===== src/rtl/vpu_seq.sv =====
// vpu_seq: fetches a run of packed 64-bit VPU instructions, decodes each, issues it and waits for vpu done.
// Optional build macro VPU_SEQ_TIMEOUT_EN adds a WAIT_DONE watchdog that sets err and ends the run.
module vpu_seq #(
    parameter int unsigned IMEM_AW     = 8,
    parameter int unsigned IMEM_LAT    = 2,
    parameter int unsigned ADDR_W      = 13,
    parameter int unsigned OP_W        = 10,
    parameter int unsigned TIMEOUT_CYC = 64
) (
    input  logic               clk,
    input  logic               rst,
    input  logic               go,
    input  logic [IMEM_AW-1:0] base_pc,
    input  logic [IMEM_AW-1:0] inst_count,
    output logic               imem_en,
    output logic [IMEM_AW-1:0] imem_addr,
    input  logic [63:0]        imem_rdata,
    output logic [OP_W-1:0]    vpu_opcode,
    output logic [ADDR_W-1:0]  vpu_addr_a,
    output logic [ADDR_W-1:0]  vpu_addr_b,
    output logic [ADDR_W-1:0]  vpu_addr_c,
    output logic [ADDR_W-1:0]  vpu_addr_const,
    output logic               vpu_start,
    input  logic               vpu_done,
    output logic               busy,
    output logic               seq_done,
    output logic               err
);

    localparam int unsigned A_LSB    = OP_W;
    localparam int unsigned B_LSB    = OP_W + ADDR_W;
    localparam int unsigned C_LSB    = OP_W + 2 * ADDR_W;
    localparam int unsigned K_LSB    = OP_W + 3 * ADDR_W;
    localparam int unsigned RSVD_LSB = OP_W + 4 * ADDR_W;
    localparam int unsigned LAT_W    = (IMEM_LAT > 1) ? $clog2(IMEM_LAT) : 1;

    typedef enum logic [2:0] {
        S_IDLE,
        S_FETCH,
        S_WAIT_RD,
        S_ISSUE,
        S_WAIT_DONE,
        S_FINISH
    } state_t;

    state_t             state_q, state_d;
    logic [IMEM_AW-1:0] pc_q, pc_d;
    logic [IMEM_AW-1:0] rem_q, rem_d;
    logic [LAT_W-1:0]   rd_cnt_q, rd_cnt_d;
    logic [OP_W-1:0]    opcode_q, opcode_d;
    logic [ADDR_W-1:0]  addr_a_q, addr_a_d;
    logic [ADDR_W-1:0]  addr_b_q, addr_b_d;
    logic [ADDR_W-1:0]  addr_c_q, addr_c_d;
    logic [ADDR_W-1:0]  addr_k_q, addr_k_d;
    logic               imem_en_q, imem_en_d;
    logic [IMEM_AW-1:0] imem_addr_q, imem_addr_d;
    logic               vpu_start_q, vpu_start_d;
    logic               busy_q, busy_d;
    logic               seq_done_q, seq_done_d;
    logic               err_q, err_d;

`ifdef VPU_SEQ_TIMEOUT_EN
    localparam int unsigned TO_W = (TIMEOUT_CYC > 1) ? $clog2(TIMEOUT_CYC) : 1;
    logic [TO_W-1:0] to_cnt_q, to_cnt_d;
`else
    localparam int unsigned UNUSED_TIMEOUT = TIMEOUT_CYC;
`endif

    // Reserved instruction bits carry no meaning.
    logic unused_rsvd;
    assign unused_rsvd = ^imem_rdata[63:RSVD_LSB];

    always_ff @(posedge clk) begin
        if (rst) begin
            state_q     <= S_IDLE;
            pc_q        <= '0;
            rem_q       <= '0;
            rd_cnt_q    <= '0;
            opcode_q    <= '0;
            addr_a_q    <= '0;
            addr_b_q    <= '0;
            addr_c_q    <= '0;
            addr_k_q    <= '0;
            imem_en_q   <= 1'b0;
            imem_addr_q <= '0;
            vpu_start_q <= 1'b0;
            busy_q      <= 1'b0;
            seq_done_q  <= 1'b0;
            err_q       <= 1'b0;
        end else begin
            state_q     <= state_d;
            pc_q        <= pc_d;
            rem_q       <= rem_d;
            rd_cnt_q    <= rd_cnt_d;
            opcode_q    <= opcode_d;
            addr_a_q    <= addr_a_d;
            addr_b_q    <= addr_b_d;
            addr_c_q    <= addr_c_d;
            addr_k_q    <= addr_k_d;
            imem_en_q   <= imem_en_d;
            imem_addr_q <= imem_addr_d;
            vpu_start_q <= vpu_start_d;
            busy_q      <= busy_d;
            seq_done_q  <= seq_done_d;
            err_q       <= err_d;
        end
    end

`ifdef VPU_SEQ_TIMEOUT_EN
    always_ff @(posedge clk) begin
        if (rst) begin
            to_cnt_q <= '0;
        end else begin
            to_cnt_q <= to_cnt_d;
        end
    end
`endif

    always_comb begin
        state_d     = state_q;
        pc_d        = pc_q;
        rem_d       = rem_q;
        rd_cnt_d    = rd_cnt_q;
        opcode_d    = opcode_q;
        addr_a_d    = addr_a_q;
        addr_b_d    = addr_b_q;
        addr_c_d    = addr_c_q;
        addr_k_d    = addr_k_q;
        busy_d      = busy_q;
        err_d       = err_q;
        seq_done_d  = 1'b0;
        imem_en_d   = 1'b0;
        imem_addr_d = '0;
        vpu_start_d = 1'b0;
`ifdef VPU_SEQ_TIMEOUT_EN
        to_cnt_d    = to_cnt_q;
`endif

        unique case (state_q)
            S_IDLE: begin
                if (go) begin
                    pc_d    = base_pc;
                    rem_d   = inst_count;
                    busy_d  = 1'b1;
                    err_d   = 1'b0;
                    state_d = (inst_count == '0) ? S_FINISH : S_FETCH;
                end
            end
            S_FETCH: begin
                rd_cnt_d = '0;
                state_d  = S_WAIT_RD;
            end
            // Read data lands IMEM_LAT cycles after the enable cycle.
            S_WAIT_RD: begin
                if (rd_cnt_q == LAT_W'(IMEM_LAT - 1)) begin
                    opcode_d = imem_rdata[OP_W-1:0];
                    addr_a_d = imem_rdata[A_LSB +: ADDR_W];
                    addr_b_d = imem_rdata[B_LSB +: ADDR_W];
                    addr_c_d = imem_rdata[C_LSB +: ADDR_W];
                    addr_k_d = imem_rdata[K_LSB +: ADDR_W];
                    state_d  = S_ISSUE;
                end else begin
                    rd_cnt_d = rd_cnt_q + LAT_W'(1);
                end
            end
            S_ISSUE: begin
`ifdef VPU_SEQ_TIMEOUT_EN
                to_cnt_d = '0;
`endif
                state_d = S_WAIT_DONE;
            end
            S_WAIT_DONE: begin
                if (vpu_done) begin
                    pc_d    = pc_q + IMEM_AW'(1);
                    rem_d   = rem_q - IMEM_AW'(1);
                    state_d = (rem_q == IMEM_AW'(1)) ? S_FINISH : S_FETCH;
                end
`ifdef VPU_SEQ_TIMEOUT_EN
                else if (to_cnt_q == TO_W'(TIMEOUT_CYC - 1)) begin
                    err_d   = 1'b1;
                    state_d = S_FINISH;
                end else begin
                    to_cnt_d = to_cnt_q + TO_W'(1);
                end
`endif
            end
            S_FINISH: begin
                seq_done_d = 1'b1;
                busy_d     = 1'b0;
                state_d    = S_IDLE;
            end
            default: state_d = S_IDLE;
        endcase

        // Strobes are registered so they coincide with the state they belong to.
        if (state_d == S_FETCH) begin
            imem_en_d   = 1'b1;
            imem_addr_d = pc_d;
        end
        if (state_d == S_ISSUE) begin
            vpu_start_d = 1'b1;
        end
    end

    assign imem_en        = imem_en_q;
    assign imem_addr      = imem_addr_q;
    assign vpu_opcode     = opcode_q;
    assign vpu_addr_a     = addr_a_q;
    assign vpu_addr_b     = addr_b_q;
    assign vpu_addr_c     = addr_c_q;
    assign vpu_addr_const = addr_k_q;
    assign vpu_start      = vpu_start_q;
    assign busy           = busy_q;
    assign seq_done       = seq_done_q;
    assign err            = err_q;

endmodule


===== config.mk =====
export PLATFORM = sky130hd
export DESIGN_NAME = vpu_seq
export DESIGN_NICKNAME = d
export VERILOG_FILES = /design/src/rtl/vpu_seq.sv
export SDC_FILE = /design/constraint.sdc
export NUM_CORES = 1
export LEC_CHECK = 0
export CAP_MARGIN = 20
export CORE_MARGIN = 1.5
export CORE_UTILIZATION = 39
export CTS_BUF_LIST = sky130_fd_sc_hd__clkbuf_4 sky130_fd_sc_hd__clkbuf_8
export DETAILED_ROUTE_END_ITERATION = 6
export PLACE_DENSITY = 0.78
export SETUP_SLACK_MARGIN = 0.3
export SYNTH_ARGS = -nofsm -noshare
export SYNTH_HDL_FRONTEND = slang
export SYNTH_SLANG_ARGS = --single-unit

===== constraint.sdc =====
create_clock -name clk -period 1.8 [get_ports clk]
set_input_delay 0.36 -clock clk [delete_from_list [all_inputs] [get_ports clk]]
set_output_delay 0.36 -clock clk [all_outputs]
set_load 0.01 [all_outputs]

==> flow_summary_export.csv, run 1 <==
group,metric,value,unit
timing,min_period_over_period,87.80,%
layout,final_cells,770,
worst_setup_path,worst-endpoint-required,2040,ps
worst_setup_path,critical_path_peak_fanout,8,
worst_setup_path,timing.critical_path.slowest_stage_cell,"sky130_fd_sc_hd__clkdlybuf4s50_1",
power_and_ir_drop,max-vdd-ir-drop,479.7,µV
placement,place_congestion,0.8248,
clock_tree,ctsLongestPathBuffers,2,
timing,setup_viol,0,
synth,synth.distinct_cells,51,
synth,instance_count_of_the_mapped_netlist,459,
die,initial_utilization,40.15,%
synth,yosys_warnings,0,
global_routing,grtUsageTotal,21.04,%
global_routing,grt-ovfl-total,0,
layout,fin_area,0.006062,mm²
clock_tree,clkLatencyLatePin,360,ps
layout,syn_to_final_growth,63.41,%
timing,unrepaired_setup_endpoints_after_global_routing,"yes",
timing,final_critical_path_required_period,1580,ps
power_and_ir_drop,power_per_cell_area,727.6,mW/mm²
drt,remaining_drcs,0,
min_path,holdCritPathClass,"in2reg",
global_routing,met1_usage,23.03,%
global_routing,first_pass_grt_wire_length,17080,µm
worst_setup_path,cp.arrival,1820,ps
die,die_y,100.5,µm
die,io-pin-count,159,
die,die_area,0.01011,mm²
synth,synthArstFlopShare,0,%
layout,antenna-diode-count,0,
layout,nets,723,
worst_setup_path,worstPathCellList,"clkdlybuf4s50_1, nor4_2, a21boi_2, o21bai_1, buf_4, nor2_1",
die,core_region_area,0.009240,mm²
power_and_ir_drop,pwr-share-seq,50.6,%
drt,postRouteWirelength,11500,µm
synth,synth_area_per_cell,8.082,µm²
clock_tree,cts.sinks,94,
synth,synth_enable_flop_cells,0,
drt,wl_per_cell,14.93,µm
timing,finalMaxSlewViolations,0,
die,fp.dieW,100.5,µm
power_and_ir_drop,p_leak,2.501,nW
synth,synth_top_area_share,50.73,%
global_routing,grt_antenna_before_repair,0,
clock_tree,tritoncts,"built",
placement,port_buffers,155,
synth,synth_fp_nets,546,
power_and_ir_drop,clock_power_share,31.4,%
power_and_ir_drop,relative_contribution_of_combinational_cells_to_total_power,18.0,%
worst_setup_path,cp_slowest_stage_delay,470,ps
timing,hold_violations,0,
run_status,run_status,"completed",
worst_setup_path,critical_path_class,"in2reg",
drt,router_iterations_before_antenna_repair,5,
synth,mappedNetlistArea,0.003710,mm²
clock_tree,numCtsBuffers,9,
drt,route.vias.total,3989,
clock_tree,cts_htree_levels,3,
global_routing,grt_pass1_vias,3779,
synth,synth_sequential_area_ratio,50.73,%
timing,maxClockFrequency,0.6328,GHz
timing,fin_worst_skew,13.26,ps
clock_tree,cts.reportedPaths.clkPinSlew,100,ps
run,maxCapViolations,0,
global_routing,gr-usage-met2,37.21,%
power_and_ir_drop,p_switching,1.239,mW
worst_setup_path,worst_setup_path_start_kind,"input pin",
worst_setup_path,critical_path.endpoint_type,"register",
placement,dpl_cell_area,0.005570,mm²
synth,yosys_register_bits,94,
die,rows,35,
global_routing,grt_most_used_layer,"met2",
power_and_ir_drop,intPower,3.172,mW
synth,synth.largest_area_cell,"sky130_fd_sc_hd__dfxtp_1",
drt,drt-vias-per-instance,5.181,
clock_tree,clk_root_buffer_cell,"sky130_fd_sc_hd__clkbuf_8",
global_routing,maximum_number_of_pins_on_one_net_before_global_route_repair,39,
synth,ys.flop_type,"sky130_fd_sc_hd__dfxtp_1",
clock_tree,cts.hold.buffers_added,0,
layout,post_route_cells_drive_above_1_share,15.60,%
placement,placedCellCount,736,
drt,route.antenna.remaining_nets,0,
global_routing,grt.met3_usage,7.975,%
placement,place.detailed.hpwl,7557,µm
synth,synthTopCellsByArea,"sky130_fd_sc_hd__dfxtp_1, sky130_fd_sc_hd__nand2_1, sky130_fd_sc_hd__a21oi_1, sky130_fd_sc_hd__clkbuf_1, sky130_fd_sc_hd__nor2_1",
power_and_ir_drop,sw_frac_of_total,28.10,%
drt,detail_route.iter0.violations,132,
## path summary, 6_finish.rpt
check	start	to	slack [ps]	cells after the start
setup / recovery	inst_count[6]	imem_addr[0]$_SDFF_PP0_	220	6
setup reg to reg	rem_q[0]$_SDFFE_PP0P_	rem_q[6]$_SDFFE_PP0P_	220	6
hold / removal	rst	pc_q[7]$_SDFF_PP0_	380	2
hold reg to reg	vpu_addr_c[9]$_SDFFE_PP0P_	vpu_addr_c[9]$_SDFFE_PP0P_	450	2
## kinds of logic (layout without fill, tap and decap cells)
family / count (synthesis) / after routing / synth area share (%)
AOI/OAI and AO/OA: 120 / 120 / 18.85
xor gates and xnor gates: 1 / 1 / 0.2361
adders and majority gates: 3 / 3 / 1.012
buffers and inverters: 41 / 223 / 4.485
DFF: 94 / 94 / 50.72
muxes: 6 / 6 / 1.619
other: 1 / 1 / 0.1011
and+or+nand+nor: 193 / 193 / 22.97
## power groups by stage
stage	registers, mW	logic (mW)	clock network (mW)
2_1_floorplan	2.27	0.302	0
3_3_place_gp	2.27	0.659	0
3_5_place_dp	2.27	0.675	0
4_1_cts	2.22	0.694	1.42
5_1_grt	2.24	0.855	1.52
6_report	2.23	0.793	1.39
## registers in the layout, indices dropped and copies added, names as in the netlist, 3 cells and up
name,count
imem_addr,8
vpu_opcode,10
state_q,3
vpu_addr_b,13
vpu_addr_const,13
vpu_addr_c,13
pc_q,8
rem_q,8
vpu_addr_a,13
## placed cells by master (no fill, tap or decap), types with 7 or more instances in the layout
cell type / synthesis / routed
sky130_fd_sc_hd__nor2_1: 22 / 17
sky130_fd_sc_hd__buf_4: 2 / 27
sky130_fd_sc_hd__dfxtp_1: 94 / 88
sky130_fd_sc_hd__nand2_1: 127 / 127
sky130_fd_sc_hd__dlygate4sd2_1: 0 / 74
sky130_fd_sc_hd__clkdlybuf4s50_1: 0 / 78
sky130_fd_sc_hd__buf_6: 0 / 7
sky130_fd_sc_hd__clkbuf_8: 0 / 10
sky130_fd_sc_hd__inv_1: 9 / 7
sky130_fd_sc_hd__o21ai_0: 10 / 7
sky130_fd_sc_hd__a21oi_1: 75 / 73
## routing by layer
layer / vias to the layer above / wire length (µm)
li1: 1917 / -
met2: 172 / 5803
met3: 29 / 974
met5: - / 0
met1: 1871 / 4390
met4: 0 / 327
## per-stage QoR
stage	hold slack (ps)	setup slack, ps	power [mW]	setup TNS (ps)	util, %
finish	379.6	219.7	4.411	0	65.61
CTS	368.9	227.6	4.342	0	62.69
detailed placement	447.9	-142.0	2.947	-1474	60.28
global placement	441.0	-150.1	2.925	-1407	60.28
floorplan	443.8	260.5	2.572	0	-
global route	376.6	156.5	4.616	0	65.61
## worst max-delay path, delay by kind of cell
family                 cells  cell delay (ps)
buffers and inverters      2              660
AOI/OAI and AO/OA          2              280
and+or+nand+nor            2              510
## what timing repair did
| item | 4_1_cts | 5_1_grt |
|---|---|---|
| setup endpoints to repair | 114 | 45 |
| gates resized for setup | 92 | 38 |
| cloned | 0 | 3 |
| buffers inserted | 8 | 7 |
| pin swaps | 4 | 11 |
## area by class of cell
type | count | area, µm²
sequential | 94 | 1899
timing repair buffer | 198 | 1911
clock inverter | 6 | 58.81
multi-input combinational | 324 | 1858
tap | 129 | 161.4
clock buffer | 10 | 137.6
fill | 794 | 3178
inverter | 9 | 36.28
## Yosys cell counts (2+ instances only)
master and number:
sky130_fd_sc_hd__nand2_1 127, sky130_fd_sc_hd__dfxtp_1 94, sky130_fd_sc_hd__a21oi_1 75, sky130_fd_sc_hd__clkbuf_1 26
sky130_fd_sc_hd__nor2_1 22, sky130_fd_sc_hd__o21ai_0 10, sky130_fd_sc_hd__a211oi_1 9, sky130_fd_sc_hd__inv_1 9
sky130_fd_sc_hd__mux2i_1 6, sky130_fd_sc_hd__nand4_1 6, sky130_fd_sc_hd__nor3_1 6, sky130_fd_sc_hd__nor2b_1 5
sky130_fd_sc_hd__buf_2 4, sky130_fd_sc_hd__nor4_1 4, sky130_fd_sc_hd__a21boi_0 3, sky130_fd_sc_hd__a21o_1 3
sky130_fd_sc_hd__and3_1 3, sky130_fd_sc_hd__ha_1 3, sky130_fd_sc_hd__nor3b_1 3, sky130_fd_sc_hd__and2_0 2
sky130_fd_sc_hd__buf_4 2, sky130_fd_sc_hd__nand2b_1 2, sky130_fd_sc_hd__nand3_1 2, sky130_fd_sc_hd__nor4b_1 2
sky130_fd_sc_hd__o211ai_1 2, sky130_fd_sc_hd__o21bai_1 2, sky130_fd_sc_hd__o22ai_1 2, sky130_fd_sc_hd__o31ai_1 2
No activity file was read; power rests on OpenSTA's default activity.
==> run 2: changes to the inputs <==
--- a/config.mk
+++ b/config.mk
@@ -6,9 +6,10 @@
 export NUM_CORES = 1
 export LEC_CHECK = 0
 export CAP_MARGIN = 20
-export CORE_MARGIN = 1.5
+export CORE_MARGIN = 4
 export CORE_UTILIZATION = 39
 export CTS_BUF_LIST = sky130_fd_sc_hd__clkbuf_4 sky130_fd_sc_hd__clkbuf_8
+export CTS_CLUSTER_DIAMETER = 120
 export DETAILED_ROUTE_END_ITERATION = 6
 export PLACE_DENSITY = 0.78
 export SETUP_SLACK_MARGIN = 0.3
==> run 2 against run 1 <==
Clock skew down 1.4 ps. Via count up 0.50%. Total power down 0.20%. Fmax down 4.2%. Die area up 10%. Clock-buffer cell count up 1. Final area up 0.87%. Setup slack worse by 69 ps. Combinational power up 4.2%. Global-route usage down 0.16 points. Flip-flop and latch count unchanged.
==> flow_summary_export.csv, run 2 (synthesis results as in run 1) <==
group,metric,value,unit
layout,post_route_cells_drive_above_1_share,16.95,%
drt,remaining_drcs,0,
placement,dpl_cell_area,0.005518,mm²
run_status,run_status,"completed",
drt,route.vias.total,4009,
clock_tree,numCtsBuffers,9,
layout,layout_common_cells,"sky130_fd_sc_hd__nand2_1, sky130_fd_sc_hd__dfxtp_1, sky130_fd_sc_hd__clkdlybuf4s50_1",
worst_setup_path,worst-endpoint-required,2040,ps
placement,port_buffers,155,
clock_tree,cts.hold.buffers_added,0,
layout,nets,731,
timing,hold_ws,454.6,ps
power_and_ir_drop,max-vdd-ir-drop,366.4,µV
worst_setup_path,r2r-end,"imem_addr[5]$_SDFF_PP0_",
global_routing,grt_antenna_before_repair,0,
power_and_ir_drop,power_per_cell_area,720.0,mW/mm²
min_path,number_of_cells_traversed_by_the_worst_hold_path,2,
worst_setup_path,critical_path_peak_fanout,8,
clock_tree,clkLatencyLatePin,350,ps
die,rows,35,
global_routing,grtUsageTotal,20.88,%
layout,fin_area,0.006115,mm²
layout,fillerInstances,764,
clock_tree,cts.reportedPaths.clkPinSlew,90,ps
worst_setup_path,r2r_cells,6,
clock_tree,cts.sinks,94,
min_path,worst_hold_path.endpoint,"vpu_addr_c[0]$_SDFFE_PP0P_",
drt,postRouteWirelength,12640,µm
placement,placement.setup.worst_slack,-176.7,ps
worst_setup_path,rr_startpoint,"state_q[2]$_SDFF_PP0_",
clock_tree,clk_root_buffer_cell,"sky130_fd_sc_hd__clkbuf_8",
power_and_ir_drop,power.total,4.402,mW
timing,final_critical_path_required_period,1649,ps
worst_setup_path,worst_setup_path_start_kind,"input pin",
global_routing,grt-ovfl-total,0,
placement,place_congestion,0.8488,
timing,unrepaired_setup_endpoints_after_global_routing,"yes",
power_and_ir_drop,p_leak,2.520,nW
die,core_region_area,0.009240,mm²
drt,drt-vias-per-instance,5.153,
drt,router_iterations_before_antenna_repair,4,
drt,wl_per_cell,16.24,µm
worst_setup_path,critical_path_class,"in2reg",
die,initial_utilization,40.15,%
layout,antenna-diode-count,0,
global_routing,grt_pass1_vias,3933,
worst_setup_path,critical_path.endpoint_type,"register",
layout,layout.cells.most_common,"sky130_fd_sc_hd__nand2_1",
die,io-pin-count,159,
clock_tree,ctsLongestPathBuffers,2,
worst_setup_path,cp.arrival,1890,ps
drt,route.antenna.remaining_nets,0,
worst_setup_path,worst-r2r-setup-slack,200,ps
timing,setup_viol,0,
global_routing,maximum_number_of_pins_on_one_net_before_global_route_repair,63,
die,die_y,105.5,µm
layout,syn_to_final_growth,64.82,%
min_path,worstHoldStart,"vpu_addr_c[0]$_SDFFE_PP0P_",
die,die_area,0.01114,mm²
timing,min_period_over_period,91.62,%
die,fp.dieW,105.5,µm
timing,finalMaxSlewViolations,0,
placement,place.detailed.hpwl,7892,µm
timing,maxClockFrequency,0.6064,GHz
min_path,holdCritPathClass,"reg2reg",
global_routing,first_pass_grt_wire_length,18980,µm
run,maxCapViolations,0,
clock_tree,tritoncts,"built",
drt,detail_route.iter0.violations,187,
timing,layout_setup_ws,150.8,ps
timing,hold_violations,0,
clock_tree,cts_htree_levels,3,
timing,fin_worst_skew,11.84,ps
-- run 2: cell count changes in the layout (fill, tap and decap cells not counted), moves of 2 or more --
cell | previous run | this run
sky130_fd_sc_hd__buf_4 | 27 | 35
sky130_fd_sc_hd__inv_8 | 3 | 0
sky130_fd_sc_hd__a211oi_1 | 5 | 7
sky130_fd_sc_hd__a211oi_2 | 4 | 2
sky130_fd_sc_hd__buf_12 | 5 | 3
sky130_fd_sc_hd__dlygate4sd2_1 | 74 | 76
sky130_fd_sc_hd__dlymetal6s2s_1 | 2 | 0
sky130_fd_sc_hd__mux2i_1 | 6 | 4
sky130_fd_sc_hd__mux2i_2 | 0 | 2
sky130_fd_sc_hd__o21ai_0 | 7 | 9
sky130_fd_sc_hd__o21ai_1 | 3 | 1
-- run 2: worst max path at each step --
| stage | start | end | slack [ps] | depth (start not counted) |
|---|---|---|---|---|
| floorplan | rem_q[1]$_SDFFE_PP0P_ | rem_q[6]$_SDFFE_PP0P_ | 260 | 6 |
| global placement | vpu_done | imem_addr[6]$_SDFF_PP0_ | -130 | 6 |
| detailed placement | inst_count[6] | imem_addr[3]$_SDFF_PP0_ | -180 | 6 |
| CTS | rem_q[0]$_SDFFE_PP0P_ | rem_q[6]$_SDFFE_PP0P_ | 230 | 6 |
| global route | inst_count[6] | imem_addr[2]$_SDFF_PP0_ | 70 | 6 |
| finish | inst_count[6] | imem_addr[3]$_SDFF_PP0_ | 150 | 6 |
-- run 2: final cells by class --
class                   instances  area [µm²]  share of cell area (%)
inverters                       9       33.78                  0.5525
multi-input cells             324        1871                   30.59
flip-flops and latches         94        1897                   31.02
well taps                     129       161.4                   2.640
clock inverters                 5       41.29                  0.6753
repair buffers                206        1966                   32.15
clock buffers                  11       145.1                   2.374
-- run 2: worst max-delay path, stage by stage --
cell and delay, ps:
sky130_fd_sc_hd__clkdlybuf4s50_1 460, sky130_fd_sc_hd__nor4_2 420, sky130_fd_sc_hd__a21boi_2 140, sky130_fd_sc_hd__o21bai_1 220, sky130_fd_sc_hd__buf_4 220, sky130_fd_sc_hd__nor2_1 70
-- run 2: what timing repair did --
action,CTS,global route
pin swaps,6,13
endpoints found under the setup margin,154,66
gates resized for setup,98,40
setup buffers,8,15
cloned,2,3
-- run 2: routing by layer --
layer	up-vias	wire [µm]	track usage [%]
met1	1884	4751	22.69
li1	1940	-	-
met4	0	269	8.881
met2	163	6569	36.70
met3	22	1045	7.348
met5	-	0	0
-- run 2: stage by stage --
stage                     TNS, ps  instances  utilization [%]
after floorplan                 0        459                -
final                           0        778            66.17
after CTS                       0        760            62.82
after detailed placement    -1943        734            59.72
after global placement      -1181        734            59.72
after global routing            0        778            66.17
-- run 2: where the power goes --
group | leakage [nW] | switching, mW | total [mW] | internal, mW
combinational | 1.66 | 0.370 | 0.826 | 0.456
clock | 0.0900 | 0.772 | 1.34 | 0.569
sequential | 0.765 | 0.0786 | 2.23 | 2.16
==> run 3: changes to the inputs <==
--- a/config.mk
+++ b/config.mk
@@ -11,7 +11,7 @@
 export CTS_BUF_LIST = sky130_fd_sc_hd__clkbuf_4 sky130_fd_sc_hd__clkbuf_8
 export CTS_CLUSTER_DIAMETER = 120
 export DETAILED_ROUTE_END_ITERATION = 6
-export PLACE_DENSITY = 0.78
+export PLACE_DENSITY = 0.89
 export SETUP_SLACK_MARGIN = 0.3
 export SYNTH_ARGS = -nofsm -noshare
 export SYNTH_HDL_FRONTEND = slang
==> run 3 against run 2 <==
Setup slack better by 79 ps. Fmax up 5.0%. Core utilization down 1.1 points. Clock skew up 2.4 ps. Routed wire length down 3.6%. Non-clock buffer count down 16. Register-to-register slack better by 30 ps. Global-route usage down 0.50 points. Critical path type is now reg2reg. Critical endpoint is now rem_q[6]$_SDFFE_PP0P_. Largest cell class is now registers. Highest routed layer unchanged.
==> flow_summary_export.csv, run 3 (synthesis results as in run 1) <==
group,metric,value,unit
worst_setup_path,worst_setup_path_start_kind,"register",
timing,setup_viol,0,
worst_setup_path,critical_path_class,"reg2reg",
die,die_y,105.5,µm
timing,hold_violations,0,
drt,drt-vias-per-instance,5.215,
die,fp.dieW,105.5,µm
worst_setup_path,crit_path_start,"rem_q[0]$_SDFFE_PP0P_",
layout,fillerInstances,758,
die,die_area,0.01114,mm²
worst_setup_path,cp_slowest_stage_delay,380,ps
timing,fin_worst_skew,14.19,ps
worst_setup_path,r2r_cells,6,
worst_setup_path,worstPathCellList,"inv_2, ha_4, or3b_4, or3_4, o22ai_4, a211oi_2",
drt,wirelength_met1,4551,µm
worst_setup_path,timing.critical_path.slowest_stage_cell,"sky130_fd_sc_hd__or3b_4",
drt,route.vias.total,3974,
run_status,run_status,"completed",
timing,unrepaired_setup_endpoints_after_global_routing,"yes",
placement,placement.setup.worst_slack,-199.2,ps
drt,wl_per_cell,15.98,µm
power_and_ir_drop,power_per_cell_area,737.3,mW/mm²
worst_setup_path,critical_path_peak_fanout,3,
placement,place_congestion,0.9512,
drt,router_iterations_before_antenna_repair,7,
die,core_region_area,0.009240,mm²
clock_tree,clkLatencyLatePin,360,ps
worst_setup_path,worst-endpoint-required,2060,ps
timing,hold_ws,423.7,ps
global_routing,grt_antenna_before_repair,0,
min_path,holdCritPathClass,"in2reg",
run,maxCapViolations,0,
clock_tree,cts_htree_levels,3,
min_path,number_of_cells_traversed_by_the_worst_hold_path,2,
layout,syn_to_final_growth,61.99,%
layout,layout_common_cells,"sky130_fd_sc_hd__nand2_1, sky130_fd_sc_hd__dfxtp_1, sky130_fd_sc_hd__dlygate4sd2_1",
worst_setup_path,critical_path.endpoint_type,"register",
timing,final_critical_path_required_period,1570,ps
drt,detail_route.iter0.violations,120,
global_routing,maximum_number_of_pins_on_one_net_before_global_route_repair,63,
layout,post_route_cells_drive_above_1_share,15.01,%
placement,port_buffers,155,
clock_tree,cts.sinks,94,
clock_tree,numCtsBuffers,9,
timing,finalMaxSlewViolations,0,
layout,nets,715,
placement,place.detailed.hpwl,8139,µm
layout,layout.cells.most_common,"sky130_fd_sc_hd__nand2_1",
drt,top_layer_used,"met4",
global_routing,first_pass_grt_wire_length,18580,µm
global_routing,grtUsageTotal,20.38,%
layout,antenna-diode-count,0,
die,initial_utilization,40.15,%
drt,route.antenna.remaining_nets,0,
worst_setup_path,timing.critical_path.to,"rem_q[6]$_SDFFE_PP0P_",
worst_setup_path,rr_startpoint,"rem_q[0]$_SDFFE_PP0P_",
power_and_ir_drop,p_leak,2.444,nW
clock_tree,clk_root_buffer_cell,"sky130_fd_sc_hd__clkbuf_8",
drt,remaining_drcs,0,
clock_tree,tritoncts,"built",
die,rows,35,
power_and_ir_drop,max-vdd-ir-drop,443.0,µV
placement,dpl_cell_area,0.005520,mm²
drt,met3_length,919,µm
clock_tree,cts.reportedPaths.clkPinSlew,110,ps
worst_setup_path,r2r-end,"rem_q[6]$_SDFFE_PP0P_",
clock_tree,ctsLongestPathBuffers,2,
drt,postRouteWirelength,12180,µm
drt,met2_length,6429,µm
die,io-pin-count,159,
timing,min_period_over_period,87.24,%
timing,maxClockFrequency,0.6368,GHz
global_routing,grt_pass1_vias,3937,
timing,layout_setup_ws,229.7,ps
worst_setup_path,worst-r2r-setup-slack,230,ps
layout,fin_area,0.006010,mm²
worst_setup_path,cp.arrival,1830,ps
global_routing,grt-ovfl-total,0,
[run 3: worst min path at each step]
stage                                          start                         end  slack [ps]
after global placement    vpu_opcode[1]$_SDFFE_PP0P_  vpu_opcode[1]$_SDFFE_PP0P_         440
after detailed placement  vpu_opcode[1]$_SDFFE_PP0P_  vpu_opcode[1]$_SDFFE_PP0P_         450
after global routing                             rst           busy$_SDFFE_PP0P_         410
after CTS                                        rst  vpu_addr_c[8]$_SDFFE_PP0P_         390
after floorplan                                  rst       state_q[1]$_SDFF_PP0_         440
final                                            rst  vpu_addr_b[0]$_SDFFE_PP0P_         420
[run 3: routing by layer]
layer  vias up  track usage [%]
li1       1905                -
met1      1866            21.67
met2       173            36.38
met3        30            6.369
met4         0            9.898
met5         -                0
[run 3: worst max-delay path, delay by kind of cell (launching register included)]
kind / cells / cell delay, ps
simple gates: 2 / 730
flops: 1 / 340
compound gates: 2 / 210
fa+ha+maj: 1 / 130
buf+inv: 1 / 70
[run 3: timing repair]
item / CTS / global route
cloned: 3 / 1
hold buffers: 0 / 0
pin swaps: 8 / 7
endpoints found under the setup margin: 145 / 31
resized for setup: 106 / 35
setup buffers: 6 / 5
[run 3: cell type report]
type / instances / area, µm² / area share [%]
Clock buffer: 10 / 137.6 / 2.290
Sequential cell: 94 / 1897 / 31.56
Inverter: 9 / 33.78 / 0.5621
Multi-Input combinational cell: 324 / 1897 / 31.56
Timing Repair Buffer: 190 / 1826 / 30.38
Tap cell: 129 / 161.4 / 2.686
Clock inverter: 6 / 57.56 / 0.9577
[run 3: stage by stage]
step	power [mW]	utilization [%]	TNS [ps]	cells
CTS	4.362	63.05	0	756
detailed placement	2.944	59.74	-1960	731
floorplan	2.572	-	0	459
global route	4.636	65.04	0	762
finish	4.431	65.04	0	762
global placement	2.916	59.74	-1615	731
[run 3: power breakdown]
part	internal (mW)	switching, mW	leakage [nW]	total (mW)
combinational	0.440	0.370	1.58	0.810
clock	0.578	0.808	0.102	1.39
sequential	2.16	0.0798	0.765	2.24
total	3.17	1.26	2.44	4.43
